--- config.mk ---
export PLATFORM = sky130hd
export DESIGN_NAME = axis_packet_fifo
export DESIGN_NICKNAME = d
export VERILOG_FILES = /design/src/rtl/axis_packet_fifo.sv
export SDC_FILE = /design/constraint.sdc
export NUM_CORES = 1
export LEC_CHECK = 0
export ABC_AREA = 1
export ABC_CLOCK_PERIOD_IN_PS = 3500
export CORE_MARGIN = 2
export CORE_UTILIZATION = 45
export DETAILED_ROUTE_END_ITERATION = 16
export HOLD_SLACK_MARGIN = 0.08
export SLEW_MARGIN = 30
export SYNTH_ARGS = -nofsm -noshare
export SYNTH_HDL_FRONTEND = slang
export SYNTH_SLANG_ARGS = --single-unit
--- constraint.sdc ---
create_clock -name aclk -period 3.5 [get_ports aclk]
set_input_delay 0.525 -clock aclk [delete_from_list [all_inputs] [get_ports aclk]]
set_output_delay 0.525 -clock aclk [all_outputs]
set_load 0.01 [all_outputs]
--- src/rtl/axis_packet_fifo.sv ---
// AXI-Stream packet FIFO: first-word fall-through, per-packet accounting.
// Define AXIS_PKT_FIFO_STORE_FWD_EN to hold output until a whole packet is stored.
module axis_packet_fifo #(
  parameter int TDATA_WIDTH = 32,
  parameter int DEPTH       = 16
) (
  input  logic                       aclk,
  input  logic                       areset,
  input  logic [TDATA_WIDTH-1:0]     s_axis_tdata,
  input  logic [TDATA_WIDTH/8-1:0]   s_axis_tkeep,
  input  logic                       s_axis_tvalid,
  input  logic                       s_axis_tlast,
  output logic                       s_axis_tready,
  output logic [TDATA_WIDTH-1:0]     m_axis_tdata,
  output logic [TDATA_WIDTH/8-1:0]   m_axis_tkeep,
  output logic                       m_axis_tvalid,
  output logic                       m_axis_tlast,
  input  logic                       m_axis_tready,
  output logic [$clog2(DEPTH):0]     occupancy,
  output logic [$clog2(DEPTH):0]     pkt_count,
  output logic                       full,
  output logic                       empty
);

  localparam int AW = $clog2(DEPTH);
  localparam int KW = TDATA_WIDTH / 8;
  localparam int EW = TDATA_WIDTH + KW + 1;
  localparam logic [AW:0] ONE = {{AW{1'b0}}, 1'b1};

  typedef struct packed {
    logic                   last;
    logic [KW-1:0]          keep;
    logic [TDATA_WIDTH-1:0] data;
  } entry_t;

  entry_t      mem_q [DEPTH];
  entry_t      head;

  logic [AW:0] wr_ptr_q, wr_ptr_d;
  logic [AW:0] rd_ptr_q, rd_ptr_d;
  logic [AW:0] pkt_cnt_q, pkt_cnt_d;
  logic        live_q;
  logic        push, pop;
  logic        release_ok;

  assign full  = (wr_ptr_q[AW] != rd_ptr_q[AW]) &&
                 (wr_ptr_q[AW-1:0] == rd_ptr_q[AW-1:0]);
  assign empty = (wr_ptr_q == rd_ptr_q);

  // live_q keeps the slave side closed until the first edge out of reset
  assign s_axis_tready = live_q & ~full;

  assign push = s_axis_tvalid & s_axis_tready;
  assign pop  = m_axis_tvalid & m_axis_tready;

  assign head         = mem_q[rd_ptr_q[AW-1:0]];
  assign m_axis_tdata = head.data;
  assign m_axis_tkeep = head.keep;
  assign m_axis_tlast = head.last;

  assign m_axis_tvalid = ~empty & release_ok;

  assign occupancy = wr_ptr_q - rd_ptr_q;
  assign pkt_count = pkt_cnt_q;

`ifdef AXIS_PKT_FIFO_STORE_FWD_EN
  logic in_pkt_q, in_pkt_d;

  // A full FIFO releases anyway so an oversized packet cannot stall;
  // once a packet starts leaving it drains through to its tlast.
  assign release_ok = (pkt_cnt_q != '0) | full | in_pkt_q;

  // Track whether the head packet has already begun output
  always_comb begin
    in_pkt_d = in_pkt_q;
    if (pop) in_pkt_d = ~m_axis_tlast;
  end

  // Head-packet release state
  always_ff @(posedge aclk or posedge areset) begin
    if (areset) in_pkt_q <= 1'b0;
    else        in_pkt_q <= in_pkt_d;
  end
`else
  assign release_ok = 1'b1;
`endif

  // Pointer and packet-count next state
  always_comb begin
    wr_ptr_d  = wr_ptr_q;
    rd_ptr_d  = rd_ptr_q;
    pkt_cnt_d = pkt_cnt_q;
    if (push) wr_ptr_d = wr_ptr_q + ONE;
    if (pop)  rd_ptr_d = rd_ptr_q + ONE;
    unique case ({push & s_axis_tlast, pop & m_axis_tlast})
      2'b10:   pkt_cnt_d = pkt_cnt_q + ONE;
      2'b01:   pkt_cnt_d = pkt_cnt_q - ONE;
      default: pkt_cnt_d = pkt_cnt_q;
    endcase
  end

  // Control state registers
  always_ff @(posedge aclk or posedge areset) begin
    if (areset) begin
      wr_ptr_q  <= '0;
      rd_ptr_q  <= '0;
      pkt_cnt_q <= '0;
      live_q    <= 1'b0;
    end else begin
      wr_ptr_q  <= wr_ptr_d;
      rd_ptr_q  <= rd_ptr_d;
      pkt_cnt_q <= pkt_cnt_d;
      live_q    <= 1'b1;
    end
  end

  // Storage write; contents are left as-is across reset
  always_ff @(posedge aclk) begin
    if (push) begin
      mem_q[wr_ptr_q[AW-1:0]] <= {s_axis_tlast, s_axis_tkeep, s_axis_tdata};
    end
  end

endmodule

==> results of run 1 <==
==> power by group through the flow <==
stage                     combinational [mW]  clock [mW]  sequential [mW]
after floorplan                         5.55           0             8.72
after global placement                  8.76           0             8.79
after detailed placement                8.86           0             8.80
after CTS                               9.11        6.34             8.66
after global routing                    10.3        6.61             8.64
final                                   9.39        6.24             8.60
==> placed cells by master, fill, tap and decap left out, drive strengths merged, types with 10 or more instances in the layout <==
cell,instances
clkdlybuf4s50,91
ha,13
dfrtp,16
nand2,283
o21ai,295
clkbuf,80
edfxtp,592
xor2,10
clkinv,26
nand3,92
inv,60
buf,69
nor2,563
o211ai,36
==> area by class of cell <==
cell class	count	area, um2	area share (%)
repair inverters	1	11.3	0.0390
clock buffers	77	1590	5.49
well taps	704	881	3.05
flip-flops and latches	608	18200	62.9
multi-input cells	1301	5850	20.2
inverters	60	256	0.887
clock inverters	31	279	0.965
repair buffers	164	1860	6.43
diodes	1	2.50	0.00866
==> cell families (layout without fill, tap and decap cells) <==
| kind of cell | count (synthesis) | in the layout | share of synthesized area, % |
|---|---|---|---|
| AOI/OAI and AO/OA | 334 | 334 | 7.11 |
| DFF | 608 | 608 | 73.3 |
| other | 1 | 2 | 0.0151 |
| adders and majority gates | 15 | 15 | 0.818 |
| buffers and inverters | 176 | 333 | 3.59 |
| and+or+nand+nor | 938 | 938 | 14.7 |
| xor gates and xnor gates | 13 | 13 | 0.459 |
==> worst register-to-register path, stage by stage, from the launching register on <==
cell and delay (ns):
dfrtp_4 0.49, clkbuf_4 0.20, ha_1 0.32, nand2_1 0.09
nor2_1 0.05, nand2_1 0.09, nand3_1 0.23, inv_1 0.26
nand2_1 0.09, ha_1 0.29, fa_1 0.42, nand2_1 0.10
nand2_1 0.06, nand2_1 0.05, nand2_1 0.06, xor2_1 0.14
nand2_1 0.06, nand2_1 0.05
==> worst max-delay path by stage <==
stage	start	to	slack, ns	cells past startpoint
6_report	rd_ptr_q[1]	m_axis_tkeep[2]	0.08	7
3_3_place_gp	rd_ptr_q[0]	pkt_count[4]	0.46	16
4_1_cts	rd_ptr_q[0]	m_axis_tdata[26]	-0.02	7
2_1_floorplan	rd_ptr_q[1]	mem_q[0][0]	-0.30	12
3_5_place_dp	rd_ptr_q[0]	pkt_count[4]	0.41	16
5_1_grt	rd_ptr_q[1]	m_axis_tdata[18]	-0.02	7
==> routing by layer <==
metal | vias up | track usage, % | routed length [um]
met2 | 432 | 37.2 | 31000
li1 | 7464 | - | -
met3 | 80 | 3.15 | 3460
met1 | 7722 | 28.2 | 26500
met5 | - | 0 | 0
met4 | 0 | 5.98 | 1380
==> stage by stage <==
stage	utilization [%]	TNS, ns
after floorplan	-	-138.03
after global placement	48.9	0
after detailed placement	48.9	0
after CTS	52.5	-0.0671
after global routing	52.8	-0.0245
final	52.8	0
==> repair_timing <==
item,CTS,global route
gates cloned,2,3
gates resized for setup,6,12
setup endpoints to repair,36,38
setup buffers,2,5
pin swaps,0,0
==> flip-flops by register name, summed over array words and instances (netlist names) <==
| name | count |
|---|---|
| live_q | 1 |
| mem_q | 592 |
| pkt_count | 5 |
| rd_ptr_q | 5 |
| wr_ptr_q | 5 |
==> impl_metrics.csv, run 1 <==
group,metric,value,unit
global_route,antenna_found_initial,1,
timing,post-route-period-util,97.7,%
placed_design,numPortBuffers,91,
final_layout,finish.net_count,2251,
pwr,swShare,35.6,%
yosys,synth-warning-count,0,
setup_path,r2r_end,"pkt_count[4]",
setup_path,critical_path.max_fanout,63,
yosys,ys_types,25,
pwr,clockPowerShare,25.7,%
die,die_area,0.0570,mm2
yosys,postSynth.asyncResetShare,2.63,%
final_layout,fin_area,0.0289,mm2
pwr,switching_power,8.63,mW
setup_path,critPathKind,"reg -> out",
clock_tree,cts_buffers,59,
timing,whs,0.319,ns
timing,hold_viol,0,
detailed_routing,vias,15700,
yosys,netlist_area,0.0248,mm2
setup_path,critPathBufInv,3,
setup_path,cpPeakStageDelay,0.57,ns
clock_tree,clockBufferDepth,3,
clock_tree,path_clk_slew,0.06,ns
timing,finClkSkew,0.0135,ns
timing,worst_pin_slew,0.695,ns
pwr,p_leak,10.2,nW
yosys,synth_commonest_cells,"edfxtp_1, nor2_1, nand2_1, o21ai_0, nand3_1",
detailed_routing,routed_wl,62400,um
detailed_routing,first_pass_iters,5,
setup_path,r2r_cells,17,
clock_tree,hold_buffers,0,
clock_tree,cts_root_buffer,"clkbuf_16",
setup_path,crit_chain,"buf_16 > buf_16 > o21ai_0 > o211ai_1 > nand3_1 > nand2_1 > clkdlybuf4s50_1",
setup_path,required,2.97,ns
yosys,synth_top_area_share,71.7,%
timing,rsz0062_at_grt,"true",
clock_tree,cts_tree,"built",
timing,layout_setup_ws,0.0799,ns
yosys,yosys-top-cells-area,"edfxtp_1, nor2_1, o21ai_0",
placed_design,hpwl,31600,um
setup_path,rrSetupSlack,0.32,ns
global_route,track_usage,21.4,%
yosys,synth_edf_count,592,
clock_tree,clock_latency,0.62,ns
outcome,status,"finished, final reports clean",
setup_path,end_kind,"output pin",
setup_path,crit_path_top_delay_cell,"clkdlybuf4s50_1",
setup_path,cp.arrival,2.90,ns
placed_design,gp_congestion,0.785,
pwr,ir_worst_vdd,0.455,mV
setup_path,path_delay_family,"buffers and inverters",
yosys,syn_nets,2141,
timing,fmax,292,MHz
yosys,ys_ff_latch,608,
yosys,synth_most_common_cell,"edfxtp_1",
placed_design,pre_cts_ws,0.410,ns
detailed_routing,drt.antenna.violating_nets,0,
timing,slew_viol_final,0,
setup_path,worst_path_most_repeated_cell,"buf_16",
pwr,p_int,15.6,mW
global_route,grt_pass1_vias,15200,
detailed_routing,drt-initial-drc-count,1484,
pwr,share_seq_of_total_power,35.5,%
yosys,yosysTopAreaCell,"edfxtp_1",
yosys,ys_seq_area_share,73.3,%
setup_path,start_kind,"register",
detailed_routing,avgRoutedWirePerCell,21.2,um
clock_tree,cts_sinks,608,
placed_design,place_area,0.0268,mm2
run,cap_violations,0,
pwr,powerDensity,838,mW/mm2
timing,relSlewSlack,53.6,%
clock_tree,cts_max_level,2,
timing,setup_viol,0,
die,num_io_pins,92,
placed_design,dp.cells,2826,
global_route,grt_pass1_wl,91800,um
global_route,grt_overflow,0,
die,rows,86,
final_layout,area_growth,16.6,%
die,die_x,239,um
setup_path,worstReg2RegStart,"rd_ptr_q[0]",
global_route,grt_max_degree,114,
die,initial_utilization,45.3,%
pwr,power_frac_comb,38.7,%
final_layout,final_cells,2947,
timing,finalCriticalPeriod,3.42,ns
die,core,0.0548,mm2
pwr,finalPower,24.2,mW
yosys,synth_cells,2085,
yosys,synthFlopType,"edfxtp_1",
yosys,postSynthAreaPerCell,11.9,um2
die,die_y,239,um
final_layout,layout-drive-gt1-share,7.63,%
final_layout,fillers,4627,
detailed_routing,via_per_inst,5.33,
detailed_routing,drc,0,
min_path,worstHoldPathType,"in -> async",
Note: power is estimated with default switching activity, not from simulation.
==> run 2: changes to the inputs <==
--- a/config.mk
+++ b/config.mk
@@ -6,7 +6,7 @@
 export NUM_CORES = 1
 export LEC_CHECK = 0
 export ABC_AREA = 1
-export ABC_CLOCK_PERIOD_IN_PS = 3500
+export ABC_CLOCK_PERIOD_IN_PS = 3800
 export CORE_MARGIN = 2
 export CORE_UTILIZATION = 45
 export DETAILED_ROUTE_END_ITERATION = 16
==> constraint.sdc (replaced) <==
create_clock -name aclk -period 3.8 [get_ports aclk]
set_input_delay 0.57 -clock aclk [delete_from_list [all_inputs] [get_ports aclk]]
set_output_delay 0.57 -clock aclk [all_outputs]
set_load 0.01 [all_outputs]
==> impl_metrics.csv, run 2 (synthesized netlist as in run 1, its figures left out) <==
group,metric,value,unit
outcome,status,"finished, final reports clean",
global_route,track_usage,21.0,%
detailed_routing,routed_wl,60900,um
global_route,antenna_found_initial,1,
setup_path,cp.arrival,3.09,ns
pwr,ir_worst_vdd,0.507,mV
timing,hold_viol,0,
final_layout,fillers,4552,
die,die_y,239,um
placed_design,pre_cts_ws,0.650,ns
run,cap_violations,0,
final_layout,layout_commonest_cell,"edfxtp_1",
timing,post-route-period-util,96.4,%
clock_tree,cts_buffers,61,
min_path,worstHoldPathType,"in -> async",
die,num_io_pins,92,
global_route,grt_max_degree,138,
clock_tree,path_clk_slew,0.06,ns
timing,worst_pin_slew,0.681,ns
timing,whs,0.352,ns
final_layout,final_cells,2933,
die,die_area,0.0570,mm2
setup_path,start_kind,"register",
setup_path,required,3.23,ns
timing,fmax,273,MHz
timing,rsz0062_at_grt,"false",
final_layout,finish.net_count,2232,
clock_tree,clock_latency,0.62,ns
clock_tree,cts_root_buffer,"clkbuf_16",
timing,layout_setup_ws,0.137,ns
die,rows,86,
die,die_x,239,um
clock_tree,cts_tree,"built",
detailed_routing,vias,15700,
setup_path,end_kind,"output pin",
final_layout,area_growth,16.1,%
clock_tree,hold_buffers,0,
final_layout,layout_common_cells,"edfxtp_1, nor2_1, nand2_1, o21ai_0, nand3_1",
final_layout,layout-drive-gt1-share,8.08,%
pwr,powerDensity,777,mW/mm2
placed_design,hpwl,31000,um
final_layout,largest_register_ffs,592,
timing,finalCriticalPeriod,3.66,ns
timing,slew_viol_final,0,
clock_tree,clockBufferDepth,3,
timing,finClkSkew,0.0127,ns
timing,relSlewSlack,54.6,%
final_layout,multi_input_area,0.00585,mm2
setup_path,critical_path.max_fanout,102,
clock_tree,cts_sinks,608,
timing,setup_viol,0,
detailed_routing,drt.antenna.violating_nets,0,
final_layout,ff_latch_area,0.0182,mm2
global_route,grt_overflow,0,
pwr,p_leak,10.1,nW
setup_path,critPathKind,"reg -> out",
detailed_routing,first_pass_iters,5,
global_route,grt_pass1_vias,15200,
placed_design,numPortBuffers,91,
detailed_routing,avgRoutedWirePerCell,20.8,um
pwr,finalPower,22.4,mW
placed_design,gp_congestion,0.833,
detailed_routing,drt-initial-drc-count,1191,
detailed_routing,via_per_inst,5.34,
die,core,0.0548,mm2
final_layout,post-route-util,52.5,%
die,initial_utilization,45.3,%
placed_design,dp.cells,2813,
global_route,grt_pass1_wl,90400,um
detailed_routing,drc,0,
clock_tree,cts_max_level,2,
[run 2: cell count changes in the layout (fill, tap and decap cells not counted), sizes merged]
cell / before / now
buf: 69 / 50
clkinv: 26 / 29
bufinv: 6 / 10
clkbuf: 80 / 70
bufbuf: 1 / 0
clkinvlp: 0 / 9
[run 2: area by class of cell]
class                           instances  share of cell area (%)
Multi-Input combinational cell       1301                    20.3
Sequential cell                       608                    63.2
Inverter                               60                   0.835
Clock inverter                         48                    1.82
Timing Repair Buffer                  144                    5.31
Antenna cell                            1                 0.00870
Clock buffer                           67                    5.46
Tap cell                              704                    3.06
[run 2: repair_timing]
item	4_1_cts	5_1_grt
setup buffers	0	1
hold endpoints to repair	0	0
setup endpoints to repair	0	30
resized for setup	0	6
[run 2: worst paths after layout]
kind,slack (ns),cells after the start,startpoint,to
max,0.14,6,rd_ptr_q[1],m_axis_tkeep[3]
min in group aclk,0.55,2,pkt_count[3],pkt_count[3]
min,0.35,2,areset,pkt_count[4]
min reg2reg,0.55,2,pkt_count[3],pkt_count[3]
max reg2reg,0.61,17,rd_ptr_q[2],pkt_count[4]
max in group asynchronous,2.97,2,areset,rd_ptr_q[1]
[run 2: where the power goes]
group	leakage (nW)	switching (mW)	internal, mW	total (mW)
clock	1.01	2.54	3.66	6.21
combinational	3.56	5.10	3.01	8.11
sequential	5.53	0.286	7.76	8.05
total	10.1	7.93	14.4	22.4
[run 2: stage by stage]
stage	cell area, um2	TNS, ns
after floorplan	24800	-1.11
after global placement	26600	0
after detailed placement	26600	0
after CTS	28700	0
after global routing	28800	0
final	28800	0
[run 2: routing by layer]
layer	vias to the layer above	wire length [um]	part of all wire [%]	track usage [%]
met5	-	0	0	0
met4	0	1620	2.7	7.08
met3	109	3390	5.6	2.69
met2	423	29600	49	35.6
met1	7722	26400	43	28.0
li1	7415	-	-	-
[run 2: critical path, stage by stage, from the launching register on]
cell and delay [ns]:
dfrtp_4 0.60, buf_12 0.47, o21ai_0 0.21, o211ai_1 0.23, nand3_1 0.10, nand2_1 0.18, clkdlybuf4s50_1 0.57
